$ cat src/rtl/player_pkg.sv
// player_pkg: direction indices and pulse FSM state encoding shared by the player control block
package player_pkg;
  localparam int DIR_UP = 0;
  localparam int DIR_DOWN = 1;
  localparam int DIR_LEFT = 2;
  localparam int DIR_RIGHT = 3;
  localparam logic [1:0] ST_IDLE = 2'd0;
  localparam logic [1:0] ST_DELAY = 2'd1;
`ifdef PLAYER_CTRL_REPEAT_EN
  localparam logic [1:0] ST_REPEAT = 2'd2;
`endif
endpackage

$ cat src/rtl/ctrl_debounce.sv
// ctrl_debounce: 2-flop synchroniser + debounce counter; ports clk, reset, btn (raw) -> level (debounced), level_nxt (level after this edge)
module ctrl_debounce #(
  parameter int DEBOUNCE_CYCLES = 250000
) (
  input  logic clk,
  input  logic reset,
  input  logic btn,
  output logic level,
  output logic level_nxt
);
  localparam int CW = $clog2(DEBOUNCE_CYCLES + 1);
  logic sync1, sync2, done;
  logic [CW-1:0] cnt;
  assign done = (sync2 != level) && (cnt == CW'(DEBOUNCE_CYCLES - 1));
  assign level_nxt = done ? sync2 : level;
  always_ff @(posedge clk or posedge reset)
    if (reset) begin
      sync1 <= 1'b0;
      sync2 <= 1'b0;
      level <= 1'b0;
      cnt <= '0;
    end else begin
      sync1 <= btn;
      sync2 <= sync1;
      level <= level_nxt;
      cnt <= (sync2 == level || done) ? '0 : cnt + 1'b1;
    end
endmodule

$ cat src/rtl/player_ctrl_gen.sv
// player_ctrl_gen: debounced buttons -> one-cycle move pulses with axis-conflict masking; ports clk, reset, btn_* in, ctrl_* pulses and btn_state {right,left,down,up} out; hold-to-repeat enabled by PLAYER_CTRL_REPEAT_EN
module player_ctrl_gen
  import player_pkg::*;
#(
  parameter int DEBOUNCE_CYCLES = 250000,
  parameter int REPEAT_DELAY = 25000000,
  parameter int REPEAT_PERIOD = 5000000
) (
  input  logic       clk,
  input  logic       reset,
  input  logic       btn_up,
  input  logic       btn_down,
  input  logic       btn_left,
  input  logic       btn_right,
  output logic       ctrl_up,
  output logic       ctrl_down,
  output logic       ctrl_left,
  output logic       ctrl_right,
  output logic [3:0] btn_state
);
  logic [3:0] btn_raw, lvl_nxt, pulse;
  logic ud, lr;
  assign btn_raw = {btn_right, btn_left, btn_down, btn_up};
  assign ud = btn_state[DIR_UP] & btn_state[DIR_DOWN];
  assign lr = btn_state[DIR_LEFT] & btn_state[DIR_RIGHT];
  if (DEBOUNCE_CYCLES < 1 || REPEAT_DELAY < 1 || REPEAT_PERIOD < 1) begin : g_bad
    $error("player_ctrl_gen: parameters must be >= 1");
  end
`ifdef PLAYER_CTRL_REPEAT_EN
  localparam int RW = $clog2((REPEAT_DELAY > REPEAT_PERIOD ? REPEAT_DELAY : REPEAT_PERIOD) + 1);
`endif
  for (genvar i = 0; i < 4; i++) begin : g_btn
    logic [1:0] state;
    ctrl_debounce #(.DEBOUNCE_CYCLES(DEBOUNCE_CYCLES)) u_db (
      .clk(clk),
      .reset(reset),
      .btn(btn_raw[i]),
      .level(btn_state[i]),
      .level_nxt(lvl_nxt[i])
    );
`ifdef PLAYER_CTRL_REPEAT_EN
    logic [RW-1:0] cnt;
    logic expire;
    assign expire = (state != ST_IDLE) && (cnt == RW'(1));
    // lvl_nxt gating suppresses a repeat landing on the edge where the level falls
    assign pulse[i] = lvl_nxt[i] && ((state == ST_IDLE && btn_state[i]) || expire);
    always_ff @(posedge clk or posedge reset)
      if (reset) begin
        state <= ST_IDLE;
        cnt <= '0;
      end else if (!btn_state[i]) begin
        state <= ST_IDLE;
        cnt <= '0;
      end else if (state == ST_IDLE) begin
        state <= ST_DELAY;
        cnt <= RW'(REPEAT_DELAY);
      end else if (expire) begin
        state <= ST_REPEAT;
        cnt <= RW'(REPEAT_PERIOD);
      end else
        cnt <= cnt - 1'b1;
`else
    assign pulse[i] = lvl_nxt[i] && btn_state[i] && (state == ST_IDLE);
    always_ff @(posedge clk or posedge reset)
      if (reset)
        state <= ST_IDLE;
      else
        state <= btn_state[i] ? ST_DELAY : ST_IDLE;
`endif
  end
  always_ff @(posedge clk or posedge reset)
    if (reset) begin
      ctrl_up <= 1'b0;
      ctrl_down <= 1'b0;
      ctrl_left <= 1'b0;
      ctrl_right <= 1'b0;
    end else begin
      ctrl_up <= pulse[DIR_UP] & ~ud;
      ctrl_down <= pulse[DIR_DOWN] & ~ud;
      ctrl_left <= pulse[DIR_LEFT] & ~lr;
      ctrl_right <= pulse[DIR_RIGHT] & ~lr;
    end
endmodule

$ cat config.mk
export PLATFORM = sky130hd
export DESIGN_NAME = player_ctrl_gen
export DESIGN_NICKNAME = d
export VERILOG_FILES = /design/src/rtl/player_pkg.sv /design/src/rtl/ctrl_debounce.sv /design/src/rtl/player_ctrl_gen.sv
export SDC_FILE = /design/constraint.sdc
export NUM_CORES = 1
export LEC_CHECK = 0
export ABC_AREA = 1
export ABC_CLOCK_PERIOD_IN_PS = 7500
export CORE_ASPECT_RATIO = 1.2
export CORE_MARGIN = 2
export CORE_UTILIZATION = 38
export CTS_CLUSTER_DIAMETER = 120
export DETAILED_ROUTE_END_ITERATION = 12
export PLACE_DENSITY = 0.6
export SYNTH_ARGS = -nofsm -noshare
export SYNTH_HDL_FRONTEND = slang
export SYNTH_SLANG_ARGS = --single-unit
$ cat constraint.sdc
create_clock -name clk -period 7.5 [get_ports clk]
set_clock_uncertainty 0.15 [all_clocks]
set_input_delay 1.5 -clock clk [delete_from_list [all_inputs] [get_ports clk]]
set_output_delay 1.5 -clock clk [all_outputs]
set_load 0.01 [all_outputs]
Yosys cells after proc, flatten, opt, wreduce, memory -nomap -nowiden
Index checks and enable logic that the tools add are counted.
- add/subtract/negate cells: 4
- equal/unequal tests: 12
- muxes and demuxes: 12
- bitwise logic cells: 8
- reductions and logical operators: 20
- operators with widths (operator ; number):
    adder 18 x 1 -> 18 bit (second input constant) ; 4
    equality test 18 bit (second input constant) ; 4
    two-way mux 18 bit ; 4
    logical AND 1 bit ; 12
    logical NOT 2 bit ; 4
    two-way mux 1 bit ; 8
    AND 1 bit ; 6
    equality test 1 bit ; 4
    logical OR 1 bit ; 4
    != test 1 bit ; 4
    inverter 1 bit ; 2
- flip-flop bits (word level): 92
- bits of input ports: 6
- output and inout bits: 8
- logic and storage cells: 80

Longest topological paths before layout
Gate-level depths: netlist of run 1.
- depth after elaboration: 6
- depth in mapped cells: 9
- gate-level depth less buffers: 9

Modules after synthesis
From an unflattened synthesis of run 1, not the netlist that was laid out.
- cell total of the unflattened synthesis: 597
- area, all modules: 4808.4 um2
- by module, submodules not included (module ; instances ; cells an instance ; area an instance (um2)):
    ctrl_debounce (g_btn[0].u_db ...) ; 3 ; 142 ; 1138.6
    ctrl_debounce (g_btn[1].u_db) ; 1 ; 142 ; 1113.6
    player_ctrl_gen ; 1 ; 29 ; 279.0

Least setup slack after synthesis of run 1
OpenSTA, ideal clock, no wires.
- kind: flip-flop to output port
- from: reg g_btn[0].u_db.level
- to: out btn_state[0]
- arrival time: 556 ps
- data required time: 5850 ps
- setup slack: 5294 ps
- cell stages (with the launch flop): 2
- path buffers: 1
- path through: dfrtp_1 > buf_4
- RTL lines (element ; line ; source):
    start: declaration ; ctrl_debounce.sv:8 ; output logic level,
    start signal: assignment ; ctrl_debounce.sv:25 ; level <= level_nxt;
    end: declaration ; player_ctrl_gen.sv:19 ; output logic [3:0] btn_state
No word-level cell between the ends.

Worst setup path after layout of run 1
- from: reg g_btn[0].u_db.level
- to: out btn_state[0]
No word-level cell between the ends.

==> reports/metrics.cfg, run 1 <==
[sta]
rsz0062_at_grt=no
fin_setup_tns_ps=0
tightest_slew_ps=777
fin_crit_ps=3000
finalCritPeriodShare=0.400
slew_headroom=0.482
setup_viol=0
finalHoldViolCount=0
fmax_mhz=333
layout_setup_ws_ps=4500
slew_violations=0

[setup_path]
critPathMaxFanout=6
path_delay_family=buffers and inverters
slowest_stage=clkdlybuf4s50_1
startpoint_type=flop
crit_chain=clkdlybuf4s50_1
crit_arrival_ps=1350
endpoint_kind=output port
worstPathRequired_ps=5850
path_class=reg2out
slowest_delay_ps=570
critical_path_buf_inv_count=1

[power_and_ir_drop]
peakVddDrop_uv=80.7
finalPower_mw=0.999
combPwrFrac=0.032
internal_power_mw=0.781
power_density_nw_per_um2=187
clockPowerShare=0.458
swShare=0.219
seq_power_share=0.510
p_leak_nw=2.31
power.switching_mw=0.219

[synth]
avgSynthCellArea_um2=7.66
syn_nets=635
ys_types=24
yosysSeqAreaShare=0.481
syn-instance-count=625
netlist_area_um2=4790
ys_seq_elements=92
synth_warnings=0

[global_route]
track_usage=0.147
gr-total-overflow=0
grt_pass1_wl_um=16200
grt_pass1_vias=3573
grt_antenna_before_repair=0
grt_max_degree=63

[clock_network]
cts_sinks=92
clkLatencyLatePin_ps=340
cts.path.max_buffers=2
clk_pin_slew_ps=60
postCtsHoldBufs=0
numCtsBuffers=9
cts-root-buf=clkbuf_16
cts_resized=0
cts_tree=yes
post_cts_buffers=0
htreeDepth=3

[drt]
drtAntennaViolNets=0
drt_iter0_markers=173
dr.pass1.iters=4
wl_met1_um=4200
wire_per_inst_um=11.3
route.vias.total=3785
dr_wl_met2_um=4540
dr.max_layer_used=met4
routed_via_density=4.68
detail_route.wirelength_um=9160
wl_met3_um=248
remaining_drc_errors=0

[floorplan]
dieArea_um2=13500
die_y_um=127
die_w_um=106
core_area_um2=12200
num_rows=44
start_util=0.392
ioPinCount=14

[placed_design]
pre_cts_ws_ps=4280
io_buffer_count=13
place_congestion=0.910
dp.final_hpwl_um=6670

[finish]
fin_nets=652
diodes=0
area_delta_synth_final_pct=11.9
drive_gt1_frac=0.0603

[outcome]
status=finished clean

[flow_run]
cap_violations=0

[min_path]
hold_path.class=reg2reg

==> registers in the layout, indices dropped and copies added (netlist names) <==
signal	cells
g_btn.u_db.cnt	72
ctrl_right	1
g_btn.state	4
g_btn.u_db.sync2	4
ctrl_down	1
ctrl_up	1
g_btn.u_db.sync1	4
ctrl_left	1
g_btn.u_db.level	4
==> worst paths after layout <==
kind	start	to	slack [ps]	cells past startpoint
worst max-delay path	g_btn[0].u_db.level	btn_state[0]	4500	1
worst min-delay path	g_btn[0].u_db.sync1	g_btn[0].u_db.sync2	200	0
worst max register to register	g_btn[0].u_db.cnt[0]	g_btn[0].u_db.cnt[12]	5650	8
worst min register to register	g_btn[0].u_db.sync1	g_btn[0].u_db.sync2	200	0
max in group asynchronous	reset	g_btn[3].u_db.cnt[10]	4730	3
min in group asynchronous	reset	g_btn[1].u_db.cnt[12]	1350	2
==> synth_stat cells (all sizes together) <==
library cell | n | area share
nor2 | 161 | 0.13
nand2 | 160 | 0.13
dfrtp | 92 | 0.48
inv | 72 | 0.056
nand3 | 45 | 0.047
xor2 | 25 | 0.046
nand4 | 15 | 0.020
a21oi | 10 | 0.010
xnor2 | 9 | 0.016
buf | 8 | 0.016
o21ai | 6 | 0.0063
o21bai | 6 | 0.0094
and2 | 4 | 0.0052
ha | 4 | 0.010
nor3 | 4 | 0.0042
or2 | 3 | 0.0039
nand3b | 1 | 0.0016
==> metal layers <==
layer,up-vias,track usage
li1,1965,-
met1,1756,0.185
met2,49,0.250
met3,15,0.0288
met4,0,0.0542
met5,-,0
==> cells in the final DEF, fill, tap and decap left out, types with 2 or more instances in the layout <==
| master | Yosys | routed |
|---|---|---|
| nor2_1 | 153 | 153 |
| nand2_1 | 148 | 148 |
| dfrtp_1 | 92 | 92 |
| inv_1 | 72 | 71 |
| nand3_1 | 45 | 45 |
| xor2_1 | 25 | 25 |
| nand4_1 | 15 | 15 |
| clkdlybuf4s50_1 | 0 | 13 |
| a21oi_1 | 10 | 10 |
| nand2_2 | 9 | 9 |
| xnor2_1 | 9 | 9 |
| clkbuf_16 | 0 | 9 |
| nor2_2 | 7 | 7 |
| o21bai_1 | 6 | 6 |
| o21ai_0 | 6 | 6 |
| nor3_1 | 4 | 4 |
| ha_1 | 4 | 4 |
| and2_1 | 3 | 3 |
| nand2_4 | 3 | 3 |
| or2_2 | 2 | 2 |
| clkinvlp_4 | 0 | 2 |
==> metrics by stage <==
step | hold slack [ps] | instance area, um^2 | instances | util
floorplan | 181 | 4790 | 625 | -
global placement | 184 | 5050 | 792 | 0.413
detailed placement | 186 | 5050 | 792 | 0.413
CTS | 201 | 5350 | 808 | 0.438
global route | 214 | 5350 | 808 | 0.438
finish | 197 | 5350 | 808 | 0.438
==> logic make-up after synthesis <==
| family | Yosys count | share of synthesized area |
|---|---|---|
| xor gates and xnor gates | 34 | 0.0622 |
| and+or+nand+nor | 393 | 0.348 |
| AOI/OAI and AO/OA | 22 | 0.0261 |
| buffers and inverters | 80 | 0.0722 |
| DFF | 92 | 0.481 |
| adders and majority gates | 4 | 0.0105 |
==> final cells by class <==
class	instances	area, um^2
sequential	92	2300
clock inverter	5	58.8
multi-input combinational	453	2140
fill	1240	6870
inverter	72	273
tap	161	201
clock buffer	11	243
timing repair buffer	14	138
==> power groups by stage <==
| stage | combinational, mW | sequential [mW] | clock (mW) |
|---|---|---|---|
| after floorplan | 0.0252 | 0.518 | 0 |
| after global placement | 0.0321 | 0.519 | 0 |
| after detailed placement | 0.0329 | 0.519 | 0 |
| after CTS | 0.0331 | 0.510 | 0.471 |
| after global routing | 0.0375 | 0.511 | 0.492 |
| final | 0.0316 | 0.510 | 0.458 |
Power figures use the tool's default switching activity.
==> run 2: changes to the inputs <==
--- a/config.mk
+++ b/config.mk
@@ -6,7 +6,7 @@
 export NUM_CORES = 1
 export LEC_CHECK = 0
 export ABC_AREA = 1
-export ABC_CLOCK_PERIOD_IN_PS = 7500
+export ABC_CLOCK_PERIOD_IN_PS = 3080
 export CORE_ASPECT_RATIO = 1.2
 export CORE_MARGIN = 2
 export CORE_UTILIZATION = 38
==> constraint.sdc (replaced) <==
create_clock -name clk -period 3.08 [get_ports clk]
set_clock_uncertainty 0.15 [all_clocks]
set_input_delay 0.616 -clock clk [delete_from_list [all_inputs] [get_ports clk]]
set_output_delay 0.616 -clock clk [all_outputs]
set_load 0.01 [all_outputs]
==> reports/metrics.cfg, run 2 (synthesis gave the netlist of run 1 again) <==
[floorplan]
ioPinCount=14  ; unchanged
dieArea_um2=13500  ; unchanged
num_rows=44  ; unchanged
die_y_um=127  ; unchanged
die_w_um=106  ; unchanged
start_util=0.392  ; unchanged
core_area_um2=12200  ; unchanged

[setup_path]
worstPathRequired_ps=2310  ; -3540 ps
slowest_stage=clkdlybuf4s50_1
r2r_slack_ps=1260  ; -4390 ps
crit_arrival_ps=1380  ; +30 ps
endpoint_kind=output port
critical_path_buf_inv_count=1  ; unchanged
critPathMaxFanout=6  ; unchanged
startpoint_type=flop
crit_chain=clkdlybuf4s50_1
path_delay_family=buffers and inverters
path_class=reg2out
slowest_delay_ps=580  ; about the same

[global_route]
grt_antenna_before_repair=0  ; unchanged
gr-total-overflow=0  ; unchanged
grt_max_degree=37  ; -41%
grt_pass1_vias=3701  ; +3.6%
track_usage=0.151  ; +0.00410
grt_pass1_wl_um=16600  ; +2.1%

[drt]
wire_per_inst_um=11.4  ; +0.46%
wl_met1_um=4250  ; +1.3%
dr_wl_met2_um=4580  ; +0.95%
detail_route.wirelength_um=9220  ; +0.59%
routed_via_density=4.65  ; -0.73%
route.vias.total=3762  ; -0.61%
wl_met3_um=197  ; -21%
drtAntennaViolNets=0  ; unchanged
remaining_drc_errors=0  ; unchanged
drt_iter0_markers=138  ; -20%
dr.pass1.iters=4  ; unchanged
dr.max_layer_used=met4

[clock_network]
clk_pin_slew_ps=70  ; about the same
cts_resized=0  ; unchanged
cts_tree=yes
post_cts_buffers=0  ; unchanged
cts.path.max_buffers=2  ; unchanged
cts_sinks=92  ; unchanged
htreeDepth=3  ; unchanged
cts-root-buf=clkbuf_16
clkLatencyLatePin_ps=340  ; about the same
numCtsBuffers=9  ; unchanged
postCtsHoldBufs=0  ; unchanged

[sta]
slew_violations=0  ; unchanged
fmax_mhz=465
layout_setup_ws_ps=931  ; -3570 ps
finalHoldViolCount=0  ; unchanged
setup_viol=0  ; unchanged
slew_headroom=0.444  ; -0.0384
tightest_slew_ps=833  ; +55.9 ps
rsz0062_at_grt=no
finalCritPeriodShare=0.698
fin_setup_tns_ps=0  ; unchanged
fin_crit_ps=2150

[finish]
fin_nets=653  ; +0.15%
layout_common_cells=153 x nor2_1, 148 x nand2_1, 92 x dfrtp_1
drive_gt1_frac=0.0633  ; +0.00299
largest-register=g_btn.u_db.cnt
fin_cells=809  ; +0.12%
nFillCells=1244  ; +0.32%
finalInstanceArea_um2=5410  ; +1.1%
largest_register_ffs=72  ; unchanged
area_delta_synth_final_pct=13.0
diodes=0  ; unchanged
final_common_cell=nor2_1
fin_util=0.443  ; +0.00461

[power_and_ir_drop]
p_leak_nw=2.33  ; +1.0%
power_density_nw_per_um2=465  ; +150%
peakVddDrop_uv=270  ; +230%

[flow_run]
cap_violations=0  ; unchanged

[placed_design]
dp.final_hpwl_um=6670  ; about the same
dp.cells=793  ; +0.13%
pre_cts_ws_ps=1080  ; -3200 ps
place_congestion=0.884  ; -2.9%
placed_area_um2=5090  ; +0.67%
io_buffer_count=13  ; unchanged

[outcome]
status=finished clean

[min_path]
hold_path.class=reg2reg

run 2: changes by cell type in the layout (fill, tap and decap cells not counted):
cell       change
clkinv_4       +2
clkbuf_8       -1
clkbuf_1       -1
inv_4          -1
buf_4          -1
bufinv_16      +1
buf_12         +2
run 2: path summary, 6_finish.rpt:
| path | startpoint | to | cells after the start |
|---|---|---|---|
| min in group asynchronous | reset | ctrl_down | 2 |
| hold reg to reg | g_btn[1].u_db.sync1 | g_btn[1].u_db.sync2 | 0 |
| setup reg to reg | g_btn[0].u_db.cnt[0] | g_btn[0].u_db.cnt[11] | 8 |
| setup / recovery | g_btn[3].u_db.level | btn_state[3] | 1 |
| hold / removal | g_btn[1].u_db.sync1 | g_btn[1].u_db.sync2 | 0 |
| max in group asynchronous | reset | g_btn[1].u_db.cnt[5] | 3 |
run 2: layout make-up:
class                      count  area [um^2]  area share
sequential                    92         2300       0.426
multi-input combinational    453         2140       0.395
clock inverter                 7         98.8      0.0183
clock buffer                   9          225      0.0416
timing repair buffer          15          170      0.0315
tap                          161          201      0.0372
inverter                      72          274      0.0506
run 2: stage by stage:
stage               hold slack, ps  total power [mW]
detailed placement             195              1.35
floorplan                      181              1.32
global placement               183              1.35
finish                         201              2.52
global route                   206              2.62
CTS                            210              2.55
run 2: per-layer routing:
| metal | global-route usage | vias to the layer above |
|---|---|---|
| met3 | 0.0242 | 12 |
| met5 | 0 | - |
| met4 | 0.0688 | 0 |
| met1 | 0.187 | 1748 |
| li1 | - | 1969 |
| met2 | 0.258 | 33 |
run 2: worst register-to-register path: stages, from the launching register on:
cell and delay (ps):
dfrtp_1 400, ha_1 220, nand2_2 80, nor2_2 150, nand2_1 80, nor2_2 140, nand2_2 80, nand2_2 270
nor2_1 110
run 2: where the power goes:
part           internal [mW]  switching (mW)  total, mW
logic                 0.0272          0.0557     0.0828
registers               1.23          0.0151       1.24
clock network          0.715           0.477       1.19
total                   1.97           0.548       2.52
==> run 3: changes to the inputs <==
--- a/config.mk
+++ b/config.mk
@@ -6,7 +6,7 @@
 export NUM_CORES = 1
 export LEC_CHECK = 0
 export ABC_AREA = 1
-export ABC_CLOCK_PERIOD_IN_PS = 3080
+export ABC_CLOCK_PERIOD_IN_PS = 2200
 export CORE_ASPECT_RATIO = 1.2
 export CORE_MARGIN = 2
 export CORE_UTILIZATION = 38
==> constraint.sdc (replaced) <==
create_clock -name clk -period 2.2 [get_ports clk]
set_clock_uncertainty 0.15 [all_clocks]
set_input_delay 0.44 -clock clk [delete_from_list [all_inputs] [get_ports clk]]
set_output_delay 0.44 -clock clk [all_outputs]
set_load 0.01 [all_outputs]
==> reports/metrics.cfg, run 3 (synthesis gave the netlist of run 1 again) <==
[outcome]
status=finished clean

[global_route]
grt_pass1_vias=3655  ; -1.2%
grt_pass1_wl_um=16000  ; -3.2%
track_usage=0.146  ; -0.00509
grt_antenna_before_repair=0  ; unchanged
gr-total-overflow=0  ; unchanged
grt_max_degree=63  ; +70%

[finish]
largest-register=g_btn.u_db.cnt
finalInstanceArea_um2=5380  ; -0.51%
fin_nets=653  ; unchanged
layout_common_cells=153 x nor2_1, 148 x nand2_1, 92 x dfrtp_1
fin_cells=809  ; unchanged
drive_gt1_frac=0.0617  ; -0.00154
final_common_cell=nor2_1
area_delta_synth_final_pct=12.5
fin_util=0.440  ; -0.00225
diodes=0  ; unchanged
largest_register_ffs=72  ; unchanged

[clock_network]
post_cts_buffers=0  ; unchanged
htreeDepth=3  ; unchanged
cts_resized=0  ; unchanged
postCtsHoldBufs=0  ; unchanged
cts-root-buf=clkbuf_16
clkLatencyLatePin_ps=340  ; about the same
cts_sinks=92  ; unchanged
clk_pin_slew_ps=70  ; about the same
cts_tree=yes
numCtsBuffers=9  ; unchanged
cts.path.max_buffers=2  ; unchanged

[setup_path]
critical_path_buf_inv_count=1  ; unchanged
reg2regPathDepth=6  ; -2
slowest_stage=clkdlybuf4s50_1
critPathMaxFanout=6  ; unchanged
path_delay_family=buffers and inverters
crit_arrival_ps=1370  ; about the same
startpoint_type=flop
endpoint_kind=output port
crit_chain=clkdlybuf4s50_1
slowest_delay_ps=580  ; about the same
path_depth=1  ; unchanged
worstPathRequired_ps=1610  ; -700 ps
path_class=reg2out

[power_and_ir_drop]
clockPowerShare=0.464  ; -0.010
power_density_nw_per_um2=641  ; +38%
internal_power_mw=2.68  ; +36%
swShare=0.223  ; +0.00555
p_leak_nw=2.32  ; -0.53%
seq_power_share=0.504  ; +0.011
power.switching_mw=0.770  ; +41%
combPwrFrac=0.032  ; about the same
peakVddDrop_uv=397  ; +47%

[sta]
slew_headroom=0.636  ; +0.193
holdWs_ps=198  ; -2.69 ps
fin_setup_tns_ps=0  ; unchanged
slew_violations=0  ; unchanged
fin_crit_ps=1960
finalHoldViolCount=0  ; unchanged
fmax_mhz=510
tightest_slew_ps=541  ; -291 ps
finalCritPeriodShare=0.891
rsz0062_at_grt=no
setup_viol=0  ; unchanged

[floorplan]
dieArea_um2=13500  ; unchanged
core_area_um2=12200  ; unchanged
num_rows=44  ; unchanged
start_util=0.392  ; unchanged
die_w_um=106  ; unchanged
ioPinCount=14  ; unchanged
die_y_um=127  ; unchanged

[drt]
drt_iter0_markers=294  ; +110%
remaining_drc_errors=0  ; unchanged
route.vias.total=3722  ; -1.1%
routed_via_density=4.60  ; -1.1%
detail_route.wirelength_um=9040  ; -1.9%
drtAntennaViolNets=0  ; unchanged
dr.pass1.iters=4  ; unchanged
wire_per_inst_um=11.2  ; -1.9%

[min_path]
hold_path.class=reg2reg
hold_path_depth=0  ; unchanged

[placed_design]
placed_area_um2=5070  ; -0.25%
dp.cells=793  ; unchanged
io_buffer_count=13  ; unchanged
dp.final_hpwl_um=6490  ; -2.7%
place_congestion=0.913  ; +3.3%

[flow_run]
cap_violations=0  ; unchanged

-- run 3: worst paths after layout --
kind | from | end | slack [ps]
worst max register to register | g_btn[1].u_db.cnt[0] | g_btn[1].u_db.cnt[8] | 380
max in group asynchronous | reset | g_btn[1].u_db.cnt[3] | 1200
worst min-delay path | g_btn[3].u_db.sync1 | g_btn[3].u_db.sync2 | 200
min in group asynchronous | reset | g_btn[0].u_db.cnt[2] | 390
worst max-delay path | g_btn[2].u_db.level | btn_state[2] | 240
worst min register to register | g_btn[3].u_db.sync1 | g_btn[3].u_db.sync2 | 200
-- run 3: area by class of cell --
class	count	area (um^2)
fill	1209	6840
sequential	92	2300
multi-input combinational	453	2140
inverter	72	274
clock buffer	11	243
tap	161	201
timing repair buffer	15	158
clock inverter	5	66.3
-- run 3: power by group through the flow --
stage | combinational [mW] | clock (mW) | sequential [mW]
6_report | 0.111 | 1.60 | 1.74
5_1_grt | 0.131 | 1.72 | 1.74
4_1_cts | 0.116 | 1.65 | 1.74
3_5_place_dp | 0.116 | 0 | 1.77
3_3_place_gp | 0.114 | 0 | 1.77
2_1_floorplan | 0.0863 | 0 | 1.77
-- run 3: stage by stage --
stage,worst slack (ps),power [mW]
finish,240,3.45
global route,150,3.59
CTS,204,3.50
detailed placement,383,1.89
global placement,377,1.88
floorplan,532,1.85
-- run 3: routing by layer --
layer / routed length (um) / track usage / part of all wire
met1: 4210 / 0.179 / 0.47
met2: 4420 / 0.249 / 0.49
met3: 189 / 0.0211 / 0.021
met4: 225 / 0.0741 / 0.025
met5: 0 / 0 / 0
